===== src/rtl/io_bus_arbiter_pkg.sv =====
// Shared definitions for the I/O port bus arbiter: FSM state encoding,
// master indices and the default acknowledge timeout.
package io_arb_pkg;

  typedef enum logic [1:0] {
    IDLE = 2'd0,
    BUS  = 2'd1,
    DONE = 2'd2
  } arb_state_t;

  localparam logic M_CPU = 1'b0;
  localparam logic M_DBG = 1'b1;

  localparam int DEFAULT_TIMEOUT = 15;

endpackage


===== src/rtl/io_bus_arbiter_timeout_counter.sv =====
// Clear-on-load up-counter that watches how long a bus transfer has waited
// for its acknowledge.
module io_timeout_counter
  import io_arb_pkg::*;
#(
  parameter int TIMEOUT = DEFAULT_TIMEOUT,
  parameter int CW      = $clog2(TIMEOUT + 1)
) (
  input  logic clk,
  input  logic reset,
  input  logic clear,
  input  logic inc,
  output logic expired
);

  logic [CW-1:0] count;
  logic [CW-1:0] count_next;

  always_comb begin
    count_next = count;
    if (clear) begin
      count_next = '0;
    end else if (inc && (count != CW'(TIMEOUT))) begin
      count_next = count + 1'b1;
    end
  end

  always_ff @(posedge clk) begin
    if (reset) begin
      count <= '0;
    end else begin
      count <= count_next;
    end
  end

  // Flags the edge on which the count reaches TIMEOUT, so the owner can leave
  // its wait state on that same edge.
  assign expired = (count_next == CW'(TIMEOUT));

endmodule


===== src/rtl/io_bus_arbiter.sv =====
// Round-robin arbiter sharing the I/O port bus between the CPU I/O path (m0)
// and the debug/program-loader port (m1), with an ack timeout abort.
module io_bus_arbiter
  import io_arb_pkg::*;
#(
  parameter int ADDR_W  = 8,
  parameter int DATA_W  = 8,
  parameter int TIMEOUT = DEFAULT_TIMEOUT
) (
  input  logic              clk,
  input  logic              reset,
  input  logic              m0_req,
  input  logic              m0_we,
  input  logic [ADDR_W-1:0] m0_addr,
  input  logic [DATA_W-1:0] m0_wdata,
  output logic              m0_done,
  output logic              m0_err,
  output logic [DATA_W-1:0] m0_rdata,
  input  logic              m1_req,
  input  logic              m1_we,
  input  logic [ADDR_W-1:0] m1_addr,
  input  logic [DATA_W-1:0] m1_wdata,
  output logic              m1_done,
  output logic              m1_err,
  output logic [DATA_W-1:0] m1_rdata,
  output logic              p_stb,
  output logic              p_we,
  output logic [ADDR_W-1:0] p_addr,
  output logic [DATA_W-1:0] p_wdata,
  input  logic [DATA_W-1:0] p_rdata,
  input  logic              p_ack
);

  localparam int TCW = $clog2(TIMEOUT + 1);

  arb_state_t state;
  arb_state_t next_state;

  logic winner;
  logic last_served;
  logic grant_sel;
  logic load;
  logic stb_d;
  logic done_d;
  logic err_d;
  logic timer_clear;
  logic timer_inc;
  logic timer_expired;

  io_timeout_counter #(
    .TIMEOUT (TIMEOUT),
    .CW      (TCW)
  ) u_timer (
    .clk     (clk),
    .reset   (reset),
    .clear   (timer_clear),
    .inc     (timer_inc),
    .expired (timer_expired)
  );

  always_ff @(posedge clk) begin
    if (reset) begin
      state <= IDLE;
    end else begin
      state <= next_state;
    end
  end

  always_comb begin
    next_state = state;
    case (state)
      IDLE:    if (m0_req || m1_req) next_state = BUS;
      BUS:     if (p_ack || timer_expired) next_state = DONE;
      DONE:    next_state = IDLE;
      default: next_state = IDLE;
    endcase
  end

  // On a tie the master that was not served last wins; a lone requester
  // always wins.
  always_comb begin
    grant_sel   = (m0_req && m1_req) ? ~last_served : m1_req;
    load        = (state == IDLE) && (next_state == BUS);
    stb_d       = (next_state == BUS);
    done_d      = (state == BUS) && (next_state == DONE);
    err_d       = done_d && !p_ack;
    timer_clear = (state == IDLE);
    timer_inc   = (state == BUS) && !p_ack;
  end

  always_ff @(posedge clk) begin
    if (reset) begin
      p_stb       <= 1'b0;
      p_we        <= 1'b0;
      p_addr      <= '0;
      p_wdata     <= '0;
      winner      <= M_CPU;
      last_served <= M_DBG;
      m0_done     <= 1'b0;
      m1_done     <= 1'b0;
      m0_err      <= 1'b0;
      m1_err      <= 1'b0;
      m0_rdata    <= '0;
      m1_rdata    <= '0;
    end else begin
      p_stb   <= stb_d;
      m0_done <= done_d && (winner == M_CPU);
      m1_done <= done_d && (winner == M_DBG);
      m0_err  <= err_d && (winner == M_CPU);
      m1_err  <= err_d && (winner == M_DBG);

      if (load) begin
        winner  <= grant_sel;
        p_we    <= grant_sel ? m1_we    : m0_we;
        p_addr  <= grant_sel ? m1_addr  : m0_addr;
        p_wdata <= grant_sel ? m1_wdata : m0_wdata;
      end

      // A timeout zeroes the winner's read data; an acked write leaves it alone.
      if (done_d && (winner == M_CPU)) begin
        if (!p_ack) begin
          m0_rdata <= '0;
        end else if (!p_we) begin
          m0_rdata <= p_rdata;
        end
      end
      if (done_d && (winner == M_DBG)) begin
        if (!p_ack) begin
          m1_rdata <= '0;
        end else if (!p_we) begin
          m1_rdata <= p_rdata;
        end
      end

      if (state == DONE) begin
        last_served <= winner;
      end
    end
  end

endmodule


===== config.mk =====
export PLATFORM = sky130hd
export DESIGN_NAME = io_bus_arbiter
export DESIGN_NICKNAME = d
export VERILOG_FILES = /design/src/rtl/io_bus_arbiter_pkg.sv /design/src/rtl/io_bus_arbiter_timeout_counter.sv /design/src/rtl/io_bus_arbiter.sv
export SDC_FILE = /design/constraint.sdc
export NUM_CORES = 1
export LEC_CHECK = 0
export CORE_ASPECT_RATIO = 1.75
export CORE_UTILIZATION = 45
export DETAILED_ROUTE_END_ITERATION = 6
export GPL_TIMING_DRIVEN = 1
export PLACE_DENSITY = 0.82
export SYNTH_ARGS = -nofsm -noshare
export SYNTH_HDL_FRONTEND = slang
export SYNTH_SLANG_ARGS = --single-unit

===== constraint.sdc =====
create_clock -name clk -period 4.8 [get_ports clk]
set_clock_uncertainty 0.2 [all_clocks]
set_input_delay 1.2 -clock clk [delete_from_list [all_inputs] [get_ports clk]]
set_output_delay 1.2 -clock clk [all_outputs]
set_load 0.02 [all_outputs]

## Yosys cells after proc, flatten, opt, wreduce, memory -nomap -nowiden

Index checks and enable logic that the tools add are counted.

| storage, ports and cells | value |
|---|---|
| word-level logic and storage cells | 51 |
| output and inout bits | 38 |
| bits in registers | 46 |

| operators by class | value |
|---|---|
| reductions and logical operators | 16 |
| add/sub/neg operators | 1 |
| mux-type cells | 11 |
| eq/ne operators | 7 |
| bitwise logic cells | 2 |

Operator list:

| cell | count |
|---|---|
| 8-bit two-way mux | 4 |
| 1-bit logical AND | 10 |
| 4-bit two-way mux | 2 |
| 4-bit by 1-bit adder with 4-bit output (second input constant) | 1 |
| 2-bit by 1-bit equality test with 1-bit output (second input constant) | 2 |
| 2-bit equality test (second input constant) | 2 |
| 4-bit equality test (second input constant) | 1 |
| 2-bit two-way mux | 2 |
| 4-bit inequality test (second input constant) | 1 |
| 2-bit one-hot mux with 2 select lines | 1 |
| 2-bit AND reduction | 2 |
| 2-bit zero test | 1 |
| 1-bit logical OR | 2 |
| 1-bit two-way mux | 2 |
| 2-bit inequality test (second input constant) | 1 |
| 1-bit inverter | 2 |
| 1-bit zero test | 1 |

## Logic depth before layout (Yosys ltp)

Gate-level depths: netlist of run 1.

| logic depth | value |
|---|---|
| depth in word-level cells | 13 |
| depth in mapped cells | 7 |
| depth with buffers taken out | 6 |

## Modules after synthesis

A second synthesis of run 1 with hierarchy kept.

| second synthesis, totals | value |
|---|---|
| cells, all modules | 224 |
| area, all modules | 2024.4 um^2 |

By module, submodules not included:

| module | cells an instance | area each (um^2) | times used |
|---|---|---|---|
| io_bus_arbiter | 196 | 1783.0 | 1 |
| io_timeout_counter | 28 | 241.5 | 1 |

## Worst setup path after synthesis of run 1

No wires, ideal clock.

| path | value |
|---|---|
| path kind | input -> register |
| start point | input port p_ack |
| end point | register m0_rdata[0] |
| setup slack | 2.100 ns |
| arrival time | 2.383 ns |
| cell stages on the path | 5 |
| cell sequence | nor3b_4 nand4b_1 a211oi_4 a41oi_4 a32o_1 |

| between the ends | value |
|---|---|
| cells in the longest elaborated chain, start to end | 13 |
| elaborated cells on any way between the ends | 15 |
| those cells by class | eq/ne: 3; mux: 5; reduce/logical: 7 |

Ends and longest elaborated chain:

| what | line | text |
|---|---|---|
| from (decl) | io_bus_arbiter.sv:31 | `input logic p_ack` |
| 1-bit zero test | -- |  |
| 1-bit logical AND | io_bus_arbiter.sv:88 | `timer_inc = (state == BUS) && !p_ack;` |
| 1-bit logical AND | io_bus_arbiter_timeout_counter.sv:23 | `end else if (inc && (count != CW'(TIMEOUT))) begin` |
| 4-bit two-way mux | io_bus_arbiter_timeout_counter.sv:23 |  |
| 4-bit two-way mux | io_bus_arbiter_timeout_counter.sv:21 | `if (clear) begin` |
| 4-bit equality test | io_bus_arbiter_timeout_counter.sv:38 | `assign expired = (count_next == CW'(TIMEOUT));` |
| 1-bit logical OR | io_bus_arbiter.sv:73 | `BUS: if (p_ack \|\| timer_expired) next_state = DONE;` |
| 2-bit two-way mux | io_bus_arbiter.sv:73 |  |
| 2-bit one-hot mux with 2 select lines | io_bus_arbiter.sv:71 | `case (state)` |
| 2-bit equality test | io_bus_arbiter.sv:85 | `done_d = (state == BUS) && (next_state == DONE);` |
| 1-bit logical AND | io_bus_arbiter.sv:85 |  |
| 1-bit logical AND | io_bus_arbiter.sv:120 | `if (done_d && (winner == M_CPU)) begin` |
| 2-bit AND reduction (no line) | -- |  |
| to (signal assigned) | io_bus_arbiter.sv:124 | `m0_rdata <= p_rdata;` |
| to (decl) | io_bus_arbiter.sv:18 | `output logic [DATA_W-1:0] m0_rdata,` |

Several ways; a longest one is shown, not always the timed one.
A chain may end at the register's enable or synchronous reset.

## Final worst setup path of run 1

| path | value |
|---|---|
| start point | input port p_ack |
| end point | register m0_rdata[4] |

The elaborated chain is that of the path after synthesis.

==> results.cfg, run 1 <==
[power]
vdd_drop_max_uv = 254
swShare_pct = 26.8
power_frac_comb_pct = 23.5
power.share.sequential_pct = 49.3
finalPower_mw = 0.857
p_leak_nw = 1.02
pwr-share-clk_pct = 27.2
p_int_mw = 0.627
p_per_area_nw_per_um2 = 298
switchingPower_mw = 0.230

[synth]
ys_warn_count = 0
synth-main-ff-cell = dfxtp_1
synthTopCellsByArea = dfxtp_1 48%, mux2i_1 9.8%, a32o_1 8.3%
synthCells = 183
netlist_area_sq_um = 1930
yosysTopAreaCellShare_pct = 47.6
synth_edf_count = 0
synth-seq-cells = 46
yosys.area.top_type = dfxtp_1
synth.avg_cell_area_sq_um = 10.6
async_reset_ff_share_pct = 0
synth_cell_types = 38
synth-seq-area-share_pct = 47.6
syn_nets = 231

[setup_path]
start_kind = input port
slowest_stage = clkdlybuf4s50_1
r2r_cells = 4
critPathBufInv = 1
cpLargestDelayFamily = simple AND/OR/NAND/NOR gates
arrival_ns = 3.38
r2r-end = winner
cp_data_required_time_ns = 4.79
cp_max_fo = 9
reg2reg_slack_ns = 2.33
max_stage_delay_ns = 0.69
timing.rr.start = state[1]
end_kind = register
worstPathCellList = clkdlybuf4s50_1 > nor4bb_1 > nor2b_1 > or2_2 > a41oi_4 > a32o_1
setup.worst_path.class = in -> reg

[global_route]
antenna_found_initial = 0
grt_pass1_vias = 1656
grt_pass1_wl_microns = 7220
grt_max_degree = 38
track_usage_pct = 21.1
grt_overflow_total = 0

[floorplanning]
start_util_pct = 47.0
fp.dieW_microns = 51.6
die_h_microns = 88.7
core_area_sq_um = 4110
boundaryPins = 85
num_rows = 31
dieArea_sq_um = 4570

[placement]
place_area_sq_um = 2790
portBuffers = 84
hpwlAfterDp_microns = 3480
dpl_worst_slack_ns = 1.09
place_congestion = 0.840

[finish]
final_util_pct = 70.0
syn_to_final_growth_pct = 48.8
drive_gt1_share_pct = 7.60
layout.nets = 310
final_area_sq_um = 2880
fillCellCount = 328
antennaDiodeCount = 0

[clock_network]
post_cts_buffers = 0
cts_resized = 0
cts_buffer_depth = 2
cts_made_buffers = 5
cts.sinks = 46
htree_levels = 2
cts_hold_buf = 0
insertion_delay_ns = 0.29
tritoncts = done
clk_pin_slew_ns = 0.08
clock-root-buffer = clkbuf_8

[sta]
final-setup-viol-count = 0
finalWorstSetupSlack_ns = 1.41
relSlewSlack_pct = 24.2
tightest_slew_ns = 1.14
hold_viol = 0
slew_viol_final = 0
rsz0062_at_grt = false
timing.fmax_mhz = 295
post-route-period-util_pct = 70.7
finalSetupTns_ns = 0
post-route-min-period_ns = 3.39

[drt]
viasPerCell = 5.48
drtAntennaViolNets = 0
drc = 0
post_drt_wl_per_cell_microns = 14.5
drt_iter0_drc = 28
dr.pass1.iters = 5
wl_microns = 4520
vias = 1710

[min_path]
min_from = m1_rdata[3]
min_path_type = reg -> reg
timing.hold.worst_path_depth = 1
hold_end = m1_rdata[3]

[job]
cap_viol_max_count = 0

[outcome]
outcome = complete, no violations
logic make-up (layout without fill, tap and decap cells):
kind of cell	count (synthesis)	in the layout	synth area share [%]
compound gates	46	46	21.9
xor+xnor	1	1	0.453
fa+ha+maj	1	1	0.647
buf+inv	16	96	3.95
flops	46	46	47.6
mux	19	19	9.83
simple gates	54	54	15.6
power by group through the flow:
stage	Combinational [mW]	Sequential, mW	Clock, mW
floorplan	0.0808	0.455	0
global placement	0.199	0.431	0
finish	0.201	0.423	0.233
CTS	0.203	0.423	0.240
detailed placement	0.202	0.431	0
global route	0.218	0.426	0.255
cells in the mapped netlist (3+ instances only):
cell type  count
a211oi_1      17
a32o_1        16
and2_1         3
buf_2          7
clkbuf_1       4
dfxtp_1       46
mux2i_1       19
nand2_1        4
nor2_1        21
nor2b_1        5
nor3_1         5
nor4b_1        3
cell type report:
cell class	instances	area (sq um)	share of cell area (%)
clock inverter	1	5.00	0.174
tap	49	61.3	2.13
sequential	46	921	32.0
timing repair buffer	86	856	29.7
multi-input combinational	121	941	32.7
clock buffer	7	86.3	3.00
inverter	2	7.51	0.261
state kept, by name, indices dropped and copies added, names as in the netlist, 2 cells and up:
signal / count
m1_rdata: 8
u_timer.count: 4
p_addr: 8
p_wdata: 8
m0_rdata: 8
state: 2
cells in the final DEF (no fill, tap or decap), types with 3 or more instances in the layout:
master           count
nor2b_1              5
and2_1               3
a32o_1              16
nor4b_1              3
nor3_1               5
a211oi_1            17
nor2_1              21
dfxtp_1             46
mux2i_1             19
clkbuf_8             6
clkdlybuf4s50_1     84
nand2_1              4
metrics by stage:
step | std cells | hold WS [ns]
finish | 312 | 0.269
detailed placement | 304 | 0.256
floorplan | 183 | 0.292
CTS | 312 | 0.274
global route | 312 | 0.289
global placement | 304 | 0.246
metal layers:
metal | up-vias | routed length, microns | GRT usage (%)
li1 | 850 | - | -
met1 | 778 | 1650 | 21.4
met2 | 72 | 2520 | 39.2
met3 | 10 | 239 | 4.98
met4 | 0 | 106 | 9.83
met5 | - | 0 | 0
worst max-delay path by stage:
stage	start	to	slack (ns)	cells after the start
floorplan	p_ack	m0_rdata[0]	2.10	5
global placement	p_ack	m0_rdata[0]	1.23	6
detailed placement	p_ack	m0_rdata[4]	1.09	6
CTS	p_ack	m0_rdata[4]	1.39	6
global route	p_ack	m0_rdata[3]	1.27	6
finish	p_ack	m0_rdata[4]	1.41	6
Power figures use the tool's default switching activity.
==> inputs of run 2 (changes only) <==
Settings changed: CORE_UTILIZATION 45 to 37, PLACE_DENSITY 0.82 to 0.72.
Clock period 4.8 ns to 3.1 ns, I/O delays scaled along.
==> results.cfg, run 2 (synthesis results as in run 1) <==
[drt]
vias = 1694
post_drt_wl_per_cell_microns = 13.5
drtAntennaViolNets = 0
drt_iter0_drc = 18
viasPerCell = 5.24
dr.pass1.iters = 4
wl_microns = 4370
drc = 0

[clock_network]
insertion_delay_ns = 0.29
cts_made_buffers = 5
tritoncts = done
post_cts_buffers = 0
cts_resized = 0
clk_pin_slew_ns = 0.07
clock-root-buffer = clkbuf_8
cts_hold_buf = 0
cts.sinks = 46
cts_buffer_depth = 2
htree_levels = 2

[job]
cap_viol_max_count = 0

[placement]
hpwlAfterDp_microns = 3410
portBuffers = 84
dpl_worst_slack_ns = 0.0719
place_congestion = 0.841

[setup_path]
cp_max_fo = 8
arrival_ns = 2.68
cp_data_required_time_ns = 3.08
critPathLaunch = p_ack
timing.rr.start = u_timer.count[0]
start_kind = input port
end_kind = register
setup.worst_path.class = in -> reg

[sta]
hold_slack_ns = 0.269
rsz0062_at_grt = false
finalSetupTns_ns = 0
post-route-period-util_pct = 87.0
timing.fmax_mhz = 371
finalWorstSetupSlack_ns = 0.402
final-setup-viol-count = 0
tightest_slew_ns = 1.00
relSlewSlack_pct = 33.0
post-route-min-period_ns = 2.70
hold_viol = 0
slew_viol_final = 0

[floorplanning]
boundaryPins = 85
core_area_sq_um = 4980
num_rows = 34
start_util_pct = 38.9
fp.dieW_microns = 56.7
die_h_microns = 97.7
dieArea_sq_um = 5530

[global_route]
grt_pass1_vias = 1625
grt_overflow_total = 0
track_usage_pct = 17.3
grt_max_degree = 38
grt_pass1_wl_microns = 7510
antenna_found_initial = 0

[power]
p_leak_nw = 1.05
p_per_area_nw_per_um2 = 451
vdd_drop_max_uv = 315

[min_path]
min_from = m0_rdata[0]
min_path_type = reg -> reg

[finish]
final_common_cell = clkdlybuf4s50_1
antennaDiodeCount = 0
mostFrequentLayoutCells = 84 x clkdlybuf4s50_1, 46 x dfxtp_1, 21 x nor2_1
layout.nets = 316
fillCellCount = 463
syn_to_final_growth_pct = 51.2
drive_gt1_share_pct = 10.0

[outcome]
outcome = complete, no violations
-- run 2: worst paths after layout --
kind / endpoint / slack [ns] / cells after the start
worst max register to register: m0_rdata[7] / 0.92 / 6
worst min-delay path: m0_rdata[0] / 0.27 / 1
worst min register to register: m0_rdata[0] / 0.27 / 1
worst max-delay path: m0_rdata[7] / 0.40 / 6
-- run 2: through the flow --
step | instance area [sq um] | power (mW) | std cells | util [%]
2_1_floorplan | 1930 | 0.830 | 183 | -
3_3_place_gp | 2840 | 0.984 | 315 | 57.0
5_1_grt | 2930 | 1.39 | 323 | 58.8
6_report | 2930 | 1.32 | 323 | 58.8
4_1_cts | 2930 | 1.34 | 323 | 58.8
3_5_place_dp | 2840 | 0.987 | 315 | 57.0
-- run 2: report_power, final --
part	total, mW	switching [mW]	internal, mW
registers	0.654	0.0249	0.629
logic	0.315	0.148	0.167
clock network	0.350	0.191	0.158
total	1.32	0.364	0.955
-- run 2: layer usage --
metal	up-vias	share of wire [%]	global-route usage, %
li1	864	-	-
met1	761	37	17.2
met2	57	56	32.1
met3	12	4.9	4.39
met4	0	2.8	8.44
met5	-	0	0
-- run 2: critical path: stages --
cell and delay [ns]:
clkdlybuf4s50_1 0.53, nor3b_4 0.27, nand4b_1 0.19, a211oi_4 0.42, a41oi_4 0.24, a32o_1 0.26
-- run 2: final cells by class --
type | count | area (sq um) | area share, %
timing repair buffer | 92 | 901 | 30.8
multi-input combinational | 121 | 941 | 32.2
clock inverter | 3 | 18.8 | 0.642
clock buffer | 5 | 68.8 | 2.35
sequential | 46 | 921 | 31.5
inverter | 2 | 7.51 | 0.257
tap | 54 | 67.6 | 2.31
==> inputs of run 3 (changes only) <==
Settings changed: HOLD_SLACK_MARGIN set to 0.03, RECOVER_POWER set to 25, SKIP_CTS_REPAIR_TIMING set to 1.
==> results.cfg, run 3 (synthesis results as in run 1) <==
[outcome]
outcome = complete, no violations

[sta]
final-setup-viol-count = 0
timing.fmax_mhz = 358
tightest_slew_ns = 1.00
post-route-period-util_pct = 90.1
finalSetupTns_ns = 0
rsz0062_at_grt = false
post-route-min-period_ns = 2.79
slew_viol_final = 0
relSlewSlack_pct = 33.0
finalWorstSetupSlack_ns = 0.308
hold_viol = 0

[finish]
mostFrequentLayoutCells = 79 x clkdlybuf4s50_1, 46 x dfxtp_1, 21 x nor2_1
drive_gt1_share_pct = 9.29
antennaDiodeCount = 0
syn_to_final_growth_pct = 50.7
fillCellCount = 464
multi_input_area_sq_um = 941
layout.nets = 316
register_area_sq_um = 921
final_area_sq_um = 2920
final_common_cell = clkdlybuf4s50_1

[clock_network]
htree_levels = 2
cts_buffer_depth = 2
cts_made_buffers = 5
tritoncts = done
cts.sinks = 46
clk_pin_slew_ns = 0.07
insertion_delay_ns = 0.29
clock-root-buffer = clkbuf_8

[setup_path]
end_kind = register
cp_data_required_time_ns = 3.08
slowest_stage = dlygate4sd3_1
r2r-end = m0_rdata[7]
arrival_ns = 2.78
setup.worst_path.class = in -> reg
timing.rr.start = u_timer.count[0]
start_kind = input port
max_stage_delay_ns = 0.64
worstPathCellList = dlygate4sd3_1 > nor3b_4 > nand4b_1 > a211oi_4 > a41oi_4 > a32o_1
cp_max_fo = 8
r2r_cells = 6
reg2reg_slack_ns = 0.91

[drt]
drt_iter0_drc = 26
post_drt_wl_per_cell_microns = 13.5
wl_microns = 4370
vias = 1696
drtAntennaViolNets = 0
dr.pass1.iters = 4
viasPerCell = 5.25
drc = 0

[global_route]
grt_pass1_wl_microns = 7510
grt_overflow_total = 0
grt_pass1_vias = 1625
antenna_found_initial = 0
grt_max_degree = 38
track_usage_pct = 17.3

[floorplanning]
num_rows = 34
core_area_sq_um = 4980
start_util_pct = 38.9
dieArea_sq_um = 5530
fp.dieW_microns = 56.7
die_h_microns = 97.7
boundaryPins = 85

[placement]
dpl_worst_slack_ns = 0.0719
place_congestion = 0.841
hpwlAfterDp_microns = 3410
portBuffers = 84
place_area_sq_um = 2840

[power]
p_leak_nw = 1.06
p_per_area_nw_per_um2 = 451
vdd_drop_max_uv = 315

[min_path]
min_from = m0_rdata[0]
hold_end = m0_rdata[0]
timing.hold.worst_path_depth = 1
min_path_type = reg -> reg

[job]
cap_viol_max_count = 0
==> run 3: changes by cell type in the layout (fill, tap and decap cells not counted) <==
| cell | before | now |
|---|---|---|
| clkdlybuf4s50_1 | 84 | 79 |
| buf_4 | 8 | 5 |
| clkbuf_1 | 0 | 2 |
| clkbuf_2 | 0 | 1 |
| dlygate4sd3_1 | 0 | 5 |
==> run 3: worst max path at each step <==
stage / startpoint / end / slack (ns)
2_1_floorplan: p_ack / m0_rdata[0] / 0.83
3_3_place_gp: p_ack / m0_rdata[7] / 0.12
3_5_place_dp: p_ack / m1_rdata[6] / 0.07
4_1_cts: p_ack / m0_rdata[0] / 0.39
5_1_grt: p_ack / m0_rdata[7] / 0.18
6_report: p_ack / m0_rdata[7] / 0.31
==> run 3: power breakdown <==
group	total (mW)	internal [mW]	switching (mW)
registers	0.654	0.629	0.0249
logic	0.312	0.164	0.148
clock network	0.350	0.158	0.191
==> run 3: cell type report <==
class                           instances  area share, %
Multi-Input combinational cell        121           32.3
Sequential cell                        46           31.6
Timing Repair Buffer                   92           30.6
Clock buffer                            5           2.36
Tap cell                               54           2.32
Clock inverter                          3          0.644
Inverter                                2          0.258
==> run 3: metrics by stage <==
stage	hold WS, ns	std cells	utilization (%)	total power, mW
after floorplan	0.292	183	-	0.830
after global placement	0.248	315	57.0	0.984
after detailed placement	0.256	315	57.0	0.987
after CTS	0.276	323	58.8	1.34
after global routing	0.290	323	58.6	1.39
final	0.269	323	58.6	1.32
==> run 3: critical path: cells and delay by family <==
family / cells / cell delay (ns)
and+or+nand+nor: 2 / 0.44
AOI/OAI and AO/OA: 3 / 0.92
buffers and inverters: 1 / 0.64
==> run 3: metal layers <==
metal | up-vias | GRT usage (%) | share of wire (%)
li1 | 861 | - | -
met4 | 0 | 8.44 | 2.7
met1 | 766 | 17.2 | 36
met5 | - | 0 | 0
met2 | 58 | 32.1 | 56
met3 | 11 | 4.39 | 4.9
